[config.mk]
export PLATFORM = sky130hd
export DESIGN_NAME = uart_frame_check_flat
export DESIGN_NICKNAME = d
export VERILOG_FILES = /design/src/rtl/uart_frame_check_if.sv /design/src/rtl/uart_frame_check.sv /design/src/flat_wrapper.sv
export SDC_FILE = /design/constraint.sdc
export NUM_CORES = 1
export LEC_CHECK = 0
export BUFFER_PORTS_ARGS = -buffer_cell sky130_fd_sc_hd__buf_4
export CORE_UTILIZATION = 50
export CTS_BUF_LIST = sky130_fd_sc_hd__clkbuf_8 sky130_fd_sc_hd__clkbuf_16
export CTS_CLUSTER_SIZE = 30
export DETAILED_ROUTE_END_ITERATION = 10
export PLACE_DENSITY = 0.76
export SYNTH_ARGS = -nofsm -noshare
export SYNTH_HDL_FRONTEND = slang
export SYNTH_SLANG_ARGS = --single-unit
[constraint.sdc]
create_clock -name CLK -period 2.3 [get_ports CLK]
set_input_delay 0.115 -clock CLK [delete_from_list [all_inputs] [get_ports CLK]]
set_output_delay 0.115 -clock CLK [all_outputs]
set_load 0.05 [all_outputs]
[src/rtl/uart_frame_check_if.sv]
// ---------------------------------------------------------------------------
// uart_frame_check_if
//
// Bundles the signals exchanged between the UART RX sampler/host side and
// the frame checker. Clock and reset are not part of the bundle.
//
// Parameters:
//   DATA_WIDTH  data bits per frame (5..9)
//   CNT_WIDTH   width of each error counter (2..16)
//
// Signals (direction as seen from the checker, i.e. the slave modport):
//   frame_start  in   start bit validated, begin a new frame (1-cycle pulse)
//   bit_strb     in   sampled_bit holds the final sample of the current bit
//   sampled_bit  in   majority-sampled bit value
//   par_en       in   parity bit present (latched at frame_start)
//   par_typ      in   0 = even, 1 = odd (latched at frame_start)
//   stop2        in   0 = one stop bit, 1 = two stop bits (latched at frame_start)
//   err_clr      in   clear par_err / stp_err
//   cnt_clr      in   clear error counters
//   p_data       out  last good frame data
//   frame_done   out  frame finished, good or bad (1-cycle pulse)
//   frame_valid  out  frame finished with no error (1-cycle pulse)
//   par_err      out  parity error of last finished frame
//   stp_err      out  stop error of last finished frame
//   par_err_cnt  out  saturating parity error count
//   stp_err_cnt  out  saturating stop error count
// ---------------------------------------------------------------------------
interface uart_frame_check_if #(
    parameter int DATA_WIDTH = 8,
    parameter int CNT_WIDTH  = 8
);
    logic                  frame_start;
    logic                  bit_strb;
    logic                  sampled_bit;
    logic                  par_en;
    logic                  par_typ;
    logic                  stop2;
    logic                  err_clr;
    logic                  cnt_clr;
    logic [DATA_WIDTH-1:0] p_data;
    logic                  frame_done;
    logic                  frame_valid;
    logic                  par_err;
    logic                  stp_err;
    logic [CNT_WIDTH-1:0]  par_err_cnt;
    logic [CNT_WIDTH-1:0]  stp_err_cnt;

    // Sampler / host side
    modport master (
        output frame_start, bit_strb, sampled_bit, par_en, par_typ, stop2,
               err_clr, cnt_clr,
        input  p_data, frame_done, frame_valid, par_err, stp_err,
               par_err_cnt, stp_err_cnt
    );

    // Frame checker side
    modport slave (
        input  frame_start, bit_strb, sampled_bit, par_en, par_typ, stop2,
               err_clr, cnt_clr,
        output p_data, frame_done, frame_valid, par_err, stp_err,
               par_err_cnt, stp_err_cnt
    );
endinterface

[src/rtl/uart_frame_check.sv]
// ---------------------------------------------------------------------------
// uart_frame_check
//
// UART receive frame checker. Follows the RX sampler from the validated
// start bit onward: deserialises DATA_WIDTH data bits (LSB first), checks an
// optional even/odd parity bit and one or two stop bits, and reports
// per-frame error flags together with done / valid strobes.
//
// Optional feature (compile-time macro UART_FRAME_CHECK_ERR_CNT_EN):
//   defined     -> saturating parity / stop error counters with cnt_clr
//   not defined -> counters tied to 0, cnt_clr ignored
//
// Ports:
//   CLK   clock
//   RST   asynchronous, active-low reset
//   bus   uart_frame_check_if.slave (see interface file for signal list)
// ---------------------------------------------------------------------------
module uart_frame_check #(
    parameter int DATA_WIDTH = 8,
    parameter int CNT_WIDTH  = 8
) (
    input  logic                 CLK,
    input  logic                 RST,
    uart_frame_check_if.slave    bus
);

    localparam int BCW = $clog2(DATA_WIDTH);
    localparam logic [BCW-1:0] LAST_BIT = BCW'(DATA_WIDTH - 1);

    typedef enum logic [2:0] {
        S_IDLE   = 3'd0,
        S_DATA   = 3'd1,
        S_PARITY = 3'd2,
        S_STOP1  = 3'd3,
        S_STOP2  = 3'd4
    } state_t;

    state_t                state_reg;
    logic [BCW-1:0]        bit_cnt_reg;
    logic [DATA_WIDTH-1:0] shift_reg;
    logic [DATA_WIDTH-1:0] p_data_reg;
    logic                  par_en_reg;
    logic                  par_typ_reg;
    logic                  stop2_reg;
    logic                  run_par_reg;
    logic                  par_bad_reg;
    logic                  stp_bad_reg;
    logic                  par_err_reg;
    logic                  stp_err_reg;
    logic                  frame_done_reg;
    logic                  frame_valid_reg;

    // Finish happens on the strobe of the last stop bit. The stop fault of
    // that final bit is folded in combinationally so all frame results land
    // on the same edge. A concurrent frame_start aborts instead of finishing.
    logic finish_now;
    logic finish_stp;

    always_comb begin
        finish_now = 1'b0;
        finish_stp = stp_bad_reg;
        if (bus.bit_strb && !bus.frame_start) begin
            if ((state_reg == S_STOP1 && !stop2_reg) || state_reg == S_STOP2) begin
                finish_now = 1'b1;
                finish_stp = stp_bad_reg | ~bus.sampled_bit;
            end
        end
    end

    always_ff @(posedge CLK or negedge RST) begin
        if (!RST) begin
            state_reg       <= S_IDLE;
            bit_cnt_reg     <= '0;
            shift_reg       <= '0;
            p_data_reg      <= '0;
            par_en_reg      <= 1'b0;
            par_typ_reg     <= 1'b0;
            stop2_reg       <= 1'b0;
            run_par_reg     <= 1'b0;
            par_bad_reg     <= 1'b0;
            stp_bad_reg     <= 1'b0;
            par_err_reg     <= 1'b0;
            stp_err_reg     <= 1'b0;
            frame_done_reg  <= 1'b0;
            frame_valid_reg <= 1'b0;
        end else begin
            frame_done_reg  <= 1'b0;
            frame_valid_reg <= 1'b0;

            if (bus.frame_start) begin
                // New frame (or abort-and-restart of the current one).
                par_en_reg  <= bus.par_en;
                par_typ_reg <= bus.par_typ;
                stop2_reg   <= bus.stop2;
                bit_cnt_reg <= '0;
                shift_reg   <= '0;
                run_par_reg <= 1'b0;
                par_bad_reg <= 1'b0;
                stp_bad_reg <= 1'b0;
                par_err_reg <= 1'b0;
                stp_err_reg <= 1'b0;
                state_reg   <= S_DATA;
            end else begin
                if (bus.err_clr) begin
                    par_err_reg <= 1'b0;
                    stp_err_reg <= 1'b0;
                end

                case (state_reg)
                    S_IDLE: ;
                    S_DATA: begin
                        if (bus.bit_strb) begin
                            // LSB arrives first, so shifting in at the MSB
                            // leaves the word in natural order after the last bit.
                            shift_reg   <= {bus.sampled_bit, shift_reg[DATA_WIDTH-1:1]};
                            run_par_reg <= run_par_reg ^ bus.sampled_bit;
                            if (bit_cnt_reg == LAST_BIT) begin
                                state_reg <= par_en_reg ? S_PARITY : S_STOP1;
                            end else begin
                                bit_cnt_reg <= bit_cnt_reg + 1'b1;
                            end
                        end
                    end
                    S_PARITY: begin
                        if (bus.bit_strb) begin
                            par_bad_reg <= bus.sampled_bit ^ (run_par_reg ^ par_typ_reg);
                            state_reg   <= S_STOP1;
                        end
                    end
                    S_STOP1: begin
                        if (bus.bit_strb && stop2_reg) begin
                            stp_bad_reg <= stp_bad_reg | ~bus.sampled_bit;
                            state_reg   <= S_STOP2;
                        end
                    end
                    S_STOP2: ;
                    default: state_reg <= S_IDLE;
                endcase

                // Placed after err_clr so the frame result wins on a tie.
                if (finish_now) begin
                    par_err_reg     <= par_bad_reg;
                    stp_err_reg     <= finish_stp;
                    frame_done_reg  <= 1'b1;
                    frame_valid_reg <= ~par_bad_reg & ~finish_stp;
                    if (!par_bad_reg && !finish_stp) begin
                        p_data_reg <= shift_reg;
                    end
                    state_reg <= S_IDLE;
                end
            end
        end
    end

    assign bus.p_data      = p_data_reg;
    assign bus.frame_done  = frame_done_reg;
    assign bus.frame_valid = frame_valid_reg;
    assign bus.par_err     = par_err_reg;
    assign bus.stp_err     = stp_err_reg;

`ifdef UART_FRAME_CHECK_ERR_CNT_EN
    logic [CNT_WIDTH-1:0] par_cnt_reg;
    logic [CNT_WIDTH-1:0] stp_cnt_reg;

    always_ff @(posedge CLK or negedge RST) begin
        if (!RST) begin
            par_cnt_reg <= '0;
            stp_cnt_reg <= '0;
        end else if (bus.cnt_clr) begin
            par_cnt_reg <= '0;
            stp_cnt_reg <= '0;
        end else if (finish_now) begin
            if (par_bad_reg && par_cnt_reg != {CNT_WIDTH{1'b1}}) begin
                par_cnt_reg <= par_cnt_reg + 1'b1;
            end
            if (finish_stp && stp_cnt_reg != {CNT_WIDTH{1'b1}}) begin
                stp_cnt_reg <= stp_cnt_reg + 1'b1;
            end
        end
    end

    assign bus.par_err_cnt = par_cnt_reg;
    assign bus.stp_err_cnt = stp_cnt_reg;
`else
    assign bus.par_err_cnt = '0;
    assign bus.stp_err_cnt = '0;
    wire unused_cnt_clr = bus.cnt_clr;
`endif

endmodule

[src/flat_wrapper.sv]
// flat-port wrapper written by rule: the top's interface ports become plain ports
module uart_frame_check_flat 
#(
    parameter int DATA_WIDTH = 8,
    parameter int CNT_WIDTH  = 8
)
  (CLK, RST, bus_frame_start, bus_bit_strb, bus_sampled_bit, bus_par_en, bus_par_typ, bus_stop2, bus_err_clr, bus_cnt_clr, bus_p_data, bus_frame_done, bus_frame_valid, bus_par_err, bus_stp_err, bus_par_err_cnt, bus_stp_err_cnt);
  uart_frame_check_if #(.DATA_WIDTH(DATA_WIDTH), .CNT_WIDTH(CNT_WIDTH)) bus_i ();
  input  logic CLK;
  input  logic RST;
  input wire logic [$bits(bus_i.frame_start)-1:0] bus_frame_start;
  input wire logic [$bits(bus_i.bit_strb)-1:0] bus_bit_strb;
  input wire logic [$bits(bus_i.sampled_bit)-1:0] bus_sampled_bit;
  input wire logic [$bits(bus_i.par_en)-1:0] bus_par_en;
  input wire logic [$bits(bus_i.par_typ)-1:0] bus_par_typ;
  input wire logic [$bits(bus_i.stop2)-1:0] bus_stop2;
  input wire logic [$bits(bus_i.err_clr)-1:0] bus_err_clr;
  input wire logic [$bits(bus_i.cnt_clr)-1:0] bus_cnt_clr;
  output wire logic [$bits(bus_i.p_data)-1:0] bus_p_data;
  output wire logic [$bits(bus_i.frame_done)-1:0] bus_frame_done;
  output wire logic [$bits(bus_i.frame_valid)-1:0] bus_frame_valid;
  output wire logic [$bits(bus_i.par_err)-1:0] bus_par_err;
  output wire logic [$bits(bus_i.stp_err)-1:0] bus_stp_err;
  output wire logic [$bits(bus_i.par_err_cnt)-1:0] bus_par_err_cnt;
  output wire logic [$bits(bus_i.stp_err_cnt)-1:0] bus_stp_err_cnt;
  assign bus_i.frame_start = bus_frame_start;
  assign bus_i.bit_strb = bus_bit_strb;
  assign bus_i.sampled_bit = bus_sampled_bit;
  assign bus_i.par_en = bus_par_en;
  assign bus_i.par_typ = bus_par_typ;
  assign bus_i.stop2 = bus_stop2;
  assign bus_i.err_clr = bus_err_clr;
  assign bus_i.cnt_clr = bus_cnt_clr;
  assign bus_p_data = bus_i.p_data;
  assign bus_frame_done = bus_i.frame_done;
  assign bus_frame_valid = bus_i.frame_valid;
  assign bus_par_err = bus_i.par_err;
  assign bus_stp_err = bus_i.stp_err;
  assign bus_par_err_cnt = bus_i.par_err_cnt;
  assign bus_stp_err_cnt = bus_i.stp_err_cnt;
  uart_frame_check #(.DATA_WIDTH(DATA_WIDTH), .CNT_WIDTH(CNT_WIDTH)) u_core (.CLK(CLK), .RST(RST), .bus(bus_i));
endmodule
Word-level counts from Yosys, hierarchy flattened
Index checks and enable logic that the tools add are counted.
W data, S select, Z words.
Word-level totals
  memories: 0
  latch bits: 0
  ROM bits: 0
  bits in writable memories: 0
  flip-flop bits (word level): 32
  output and inout port bits: 28
Cells by class
  shifts and indexed selects: 0
  muxes and demuxes: 37
  reductions and logical operators: 23
  $mul: 0
  add/subtract/negate cells: 1
  order comparisons: 0
  equal/unequal tests: 11
  bitwise gates (word level): 9
  divide/modulo/power cells: 0
Operators by type and width (number)
  $mux W3: 10
  $mux W8: 3
  $mux W1: 23
  $ne A4 B3 Y1 const B: 3
  $pmux W3 S4: 1
  $reduce_bool A2 Y1: 5
  $eq A3 B2 Y1 const B: 2
  $eq A3 B3 Y1 const B: 2
  $reduce_and A2 Y1: 3
  $reduce_and A3 Y1: 2
  $reduce_and A5 Y1: 1
  $logic_and A1 B1 Y1: 4
  $logic_not A1 Y1: 4
  $ne A4 B2 Y1 const B: 1
  $not A1 Y1: 4
  $add A3 B1 Y3 const B: 1
  $eq A3 B1 Y1 const B: 1
  $logic_not A3 Y1: 1
  $ne A3 B1 Y1 const B: 1
  $reduce_bool A3 Y1: 1
  $xor A1 B1 Y1: 3
  $ne A2 B2 Y1 const B: 1
  $reduce_or A2 Y1: 1
  $and A1 B1 Y1: 1
  other kinds (2): 2

Longest topological paths before layout
  depth after elaboration: 9
  gate-level depth with buffers: 6

Worst setup path before layout
OpenSTA, ideal clock, no wires.
  kind: reg2reg
  start point: register u_core.state_reg[1]
  end point: register u_core.p_data_reg[0] (netlist: u_core.bus.p_data[0])
  library setup time: 0.125 ns
  setup slack: 0.447 ns
  arrival time: 1.728 ns
  cell stages (with the launch flop): 7
  buffers on the path: 2
  required time: 2.175 ns
  cell sequence: dfrtp_1 > buf_2 > nor3b_2 > o21ai_2 > or4_4 > buf_6 > mux2_4
On the way
  word-level cells in the longest chain between the ends: 8
  elaborated cells on any way between the ends: 11
  those cells by class: eq/ne (2); mux (4); reduce/logical (5)
Ends and longest elaborated chain
  start, declared: line uart_frame_check.sv:38  | state_t state_reg;
  start signal, assigned: line uart_frame_check.sv:118  | state_reg <= par_en_reg ? S_PARITY : S_STOP1;
  $eq A3 B2 Y1: line uart_frame_check.sv:63  | if ((state_reg == S_STOP1 && !stop2_reg) || state_reg == S_STOP2) begin
  $logic_and A1 B1 Y1: line uart_frame_check.sv:63
  $logic_or A1 B1 Y1 (*): line uart_frame_check.sv:63
  $mux W1: line uart_frame_check.sv:63
  $mux W1: line uart_frame_check.sv:62  | if (bus.bit_strb && !bus.frame_start) begin
  $logic_not A1 Y1: line uart_frame_check.sv:146  | if (!par_bad_reg && !finish_stp) begin
  $logic_and A1 B1 Y1: line uart_frame_check.sv:146
  $reduce_and A3 Y1 (no source line) (*)
  end signal, assigned: line uart_frame_check.sv:147  | p_data_reg <= shift_reg;
  end, declared: line uart_frame_check.sv:41  | logic [DATA_WIDTH-1:0] p_data_reg;
Every way passes the cells marked *; elsewhere a longest branch is shown, timed or not.
A chain may end at the register's enable or synchronous reset.

Final worst setup path
  start point: register u_core.state_reg[0]
  end point: register u_core.p_data_reg[6] (netlist: u_core.bus.p_data[6])
The elaborated chain is that of the path after synthesis.

==> results.md <==
- Run status: finished with violations
- Failing checks: design-rule violations
- Number of pins exceeding their max-slew limit in the final report: 0
- Total half-perimeter wirelength after legalization and detailed placement: 1780 um
- Layout cell share with drive strength beyond 1: 0.261
- Final hold vios: 0
- Largest stage delay on the critical path: 0.61 ns
- CTS tree: built
- Crit path max-delay cell type: sky130_fd_sc_hd__or4_4
- Worst skew pair latency: 0.28 ns
- Endpoint type of the worst setup path: flip-flop
- Synth Instances: 143
- Total global-route track usage: 0.185
- Power per cell area: 663 mW/mm2
- Synth unique cells: 29
- Number of global-route vias before repair: 1,045
- Smallest setup slack after layout: 0.347 ns
- Worst Setup Start Kind: flip-flop
- Placement Setup Slack: 0.347 ns
- Largest vdd supply drop: 446 uV
- First-pass GRT wire length: 4440 um
- Data required, critical path: 2.47 ns
- Clock Sinks: 32
- Signed area change from the synthesized netlist to the final layout: 12.8%
- Via count of the routed design: 1,018
- Deepest level of the CTS H-tree: 2
- Worst Hold Margin: 0.0646 ns
- Root Buffer Master: sky130_fd_sc_hd__clkbuf_8
- Register clock-pin slew on the reported worst setup and hold paths: 0.06 ns
- Row Count: 19
- Worst Hold Depth: 2
- Routed length per placed instance: 12.6 um
- Via-per-instance ratio: 5.19
- Number of input and output port buffers inserted: 20
- RSZ-0062 raised after global routing: false
- Netlist area before placement: 0.00153 mm2
- Number of clock buffers inserted by TritonCTS: 5
- Flop-to-flop setup slack: 0.35 ns
- Mean Syn Cell Area: 10.7 um2
- Worst Path Max Fanout: 9
- Setup-failing EPs final: 0
- Horizontal die dimension: 57.3 um
- Number of I/O pins: 38
- Crit Path Class: flip-flop to flip-flop
- Die Span Y: 57.3 um
- Upper clock frequency limit: 0.512 GHz
- Worst EP arrival: 2.12 ns
- DRC Markers: 3
- Leading cell types in the layout, fill and taps excluded: sky130_fd_sc_hd__dfrtp_1, sky130_fd_sc_hd__nand2_1, sky130_fd_sc_hd__buf_4
- Antenna diode instance count: 0
- Lkg Pwr: 0.880 nW
- NumNets Final: 176
- Weighted congestion reported at the end of routability-driven placement: 0.818
- Initial antenna violation count: 0
- Total iterations of the first detailed-routing run: 9
- Most common cell after layout, fill and taps aside: sky130_fd_sc_hd__dfrtp_1
- Synthesized flop and latch total: 32
- GRT Residual Overflow: 0
- Core area: 0.00283 mm2
- Total wirelength of the detailed-routed design: 2480 um
- DIE AREA: 0.00329 mm2
- Setup tns final: 0 ns
- Final critical-path share of the clock period: 0.849
- Warning count from the yosys run: 0
- Count of antenna-violating nets left after detailed routing: 0
- Max Cap Viol: 0
- Worst min-delay path class: primary input to flip-flop
- Clock Skews: 0.00528 ns
- Worst path depth: 4
- Cts repair resizes: 0
- Kind of cell with the highest combined delay on the critical path: simple AND/OR/NAND/NOR gates
- Starting density of the core: 0.541
- 1st-iter DRT viols: 19
- Depth of the worst register-to-register path: 4
- Count of buffer and inverter cells on the critical path: 0
- Final Critical Period: 1.95 ns
- Largest net degree at the start of global routing: 33
- Cell Chain, Critical Path: nor3b_2 > o21ai_2 > or4_4 > mux2_4
- Worst-case clock buffer depth: 2
- Setup bufs post-CTS: 0
- Part of the Yosys area used for sequential elements: 0.523
stage by stage:
stage               instance area [um2]  instances  power (W)  utilization
floorplan                          1590        158   0.000707            -
CTS                                1730        196    0.00116        0.611
detailed placement                 1630        187   0.000719        0.575
global placement                   1630        187   0.000714        0.575
finish                             1730        196    0.00115        0.611
global route                       1730        196    0.00119        0.611
cell families after synthesis:
group / share of synthesized area
buffers and inverters: 0.106
XOR/XNOR: 0.0229
multiplexers: 0.107
flip-flops: 0.523
AND/OR/NAND/NOR: 0.153
other: 0.00245
adder cells (fa/ha/maj): 0.0163
AO/OA/AOI/OAI: 0.0694
power breakdown:
part	leakage (nW)	internal, W	total (W)	switching (W)
registers	0.432	0.000575	0.000584	0.00000867
clock network	0.0510	0.000238	0.000438	0.000200
logic	0.397	0.0000289	0.000125	0.0000956
per-layer routing:
layer	share of wire	up-vias	GRT usage
met1	0.41	500	0.208
met4	0.022	0	0.101
met3	0.049	6	0.0680
met5	0	-	0
met2	0.51	27	0.304
li1	-	485	-
layout make-up:
cell class                 count  area (um2)
tap                           31        38.8
multi-input combinational    101         624
sequential                    32         801
clock buffer                   6        82.6
inverter                       3        11.3
timing repair buffer          21         160
clock inverter                 2        10.0
fill                         243        1100
cells in the mapped netlist:
master / n / area share
sky130_fd_sc_hd__ha_1: 2 / 0.016
sky130_fd_sc_hd__mux2_2: 3 / 0.022
sky130_fd_sc_hd__mux2_4: 8 / 0.078
sky130_fd_sc_hd__o21ai_0: 3 / 0.0098
sky130_fd_sc_hd__o21ai_1: 1 / 0.0033
sky130_fd_sc_hd__xnor2_1: 3 / 0.017
sky130_fd_sc_hd__o31ai_1: 1 / 0.0049
sky130_fd_sc_hd__mux2i_1: 1 / 0.0065
sky130_fd_sc_hd__nand2b_1: 2 / 0.0082
sky130_fd_sc_hd__nor2_1: 11 / 0.027
sky130_fd_sc_hd__nor3b_2: 1 / 0.0082
sky130_fd_sc_hd__nand4bb_1: 1 / 0.0074
sky130_fd_sc_hd__buf_2: 1 / 0.0033
sky130_fd_sc_hd__xor2_1: 1 / 0.0057
sky130_fd_sc_hd__dfrtp_1: 32 / 0.52
sky130_fd_sc_hd__and4bb_1: 2 / 0.016
sky130_fd_sc_hd__nand2_1: 22 / 0.054
sky130_fd_sc_hd__o21ai_2: 1 / 0.0057
sky130_fd_sc_hd__or4_4: 1 / 0.0074
sky130_fd_sc_hd__a21oi_1: 14 / 0.046
sky130_fd_sc_hd__inv_1: 2 / 0.0049
sky130_fd_sc_hd__buf_6: 1 / 0.0074
sky130_fd_sc_hd__nor3b_1: 1 / 0.0049
sky130_fd_sc_hd__clkbuf_1: 4 / 0.0098
sky130_fd_sc_hd__buf_4: 16 / 0.078
sky130_fd_sc_hd__nand3_1: 3 / 0.0098
sky130_fd_sc_hd__nor3_1: 3 / 0.0098
sky130_fd_sc_hd__inv_2: 1 / 0.0024
sky130_fd_sc_hd__conb_1: 1 / 0.0024
repair_timing:
item                                    CTS  global route
hold buffers                              1             0
hold endpoints to repair                 32             0
endpoints found under the setup margin    0             0
path summary, 6_finish.rpt:
check,from,to
max reg2reg,u_core.state_reg[0],u_core.bus.p_data[6]
max in group asynchronous,RST,u_core.run_par_reg
min in group asynchronous,RST,u_core.bus.p_data[3]
min,bus_par_en,u_core.par_en_reg
max,u_core.state_reg[0],u_core.bus.p_data[6]
min reg2reg,u_core.stp_bad_reg,u_core.stp_bad_reg
(Power assumes the default switching activity.)
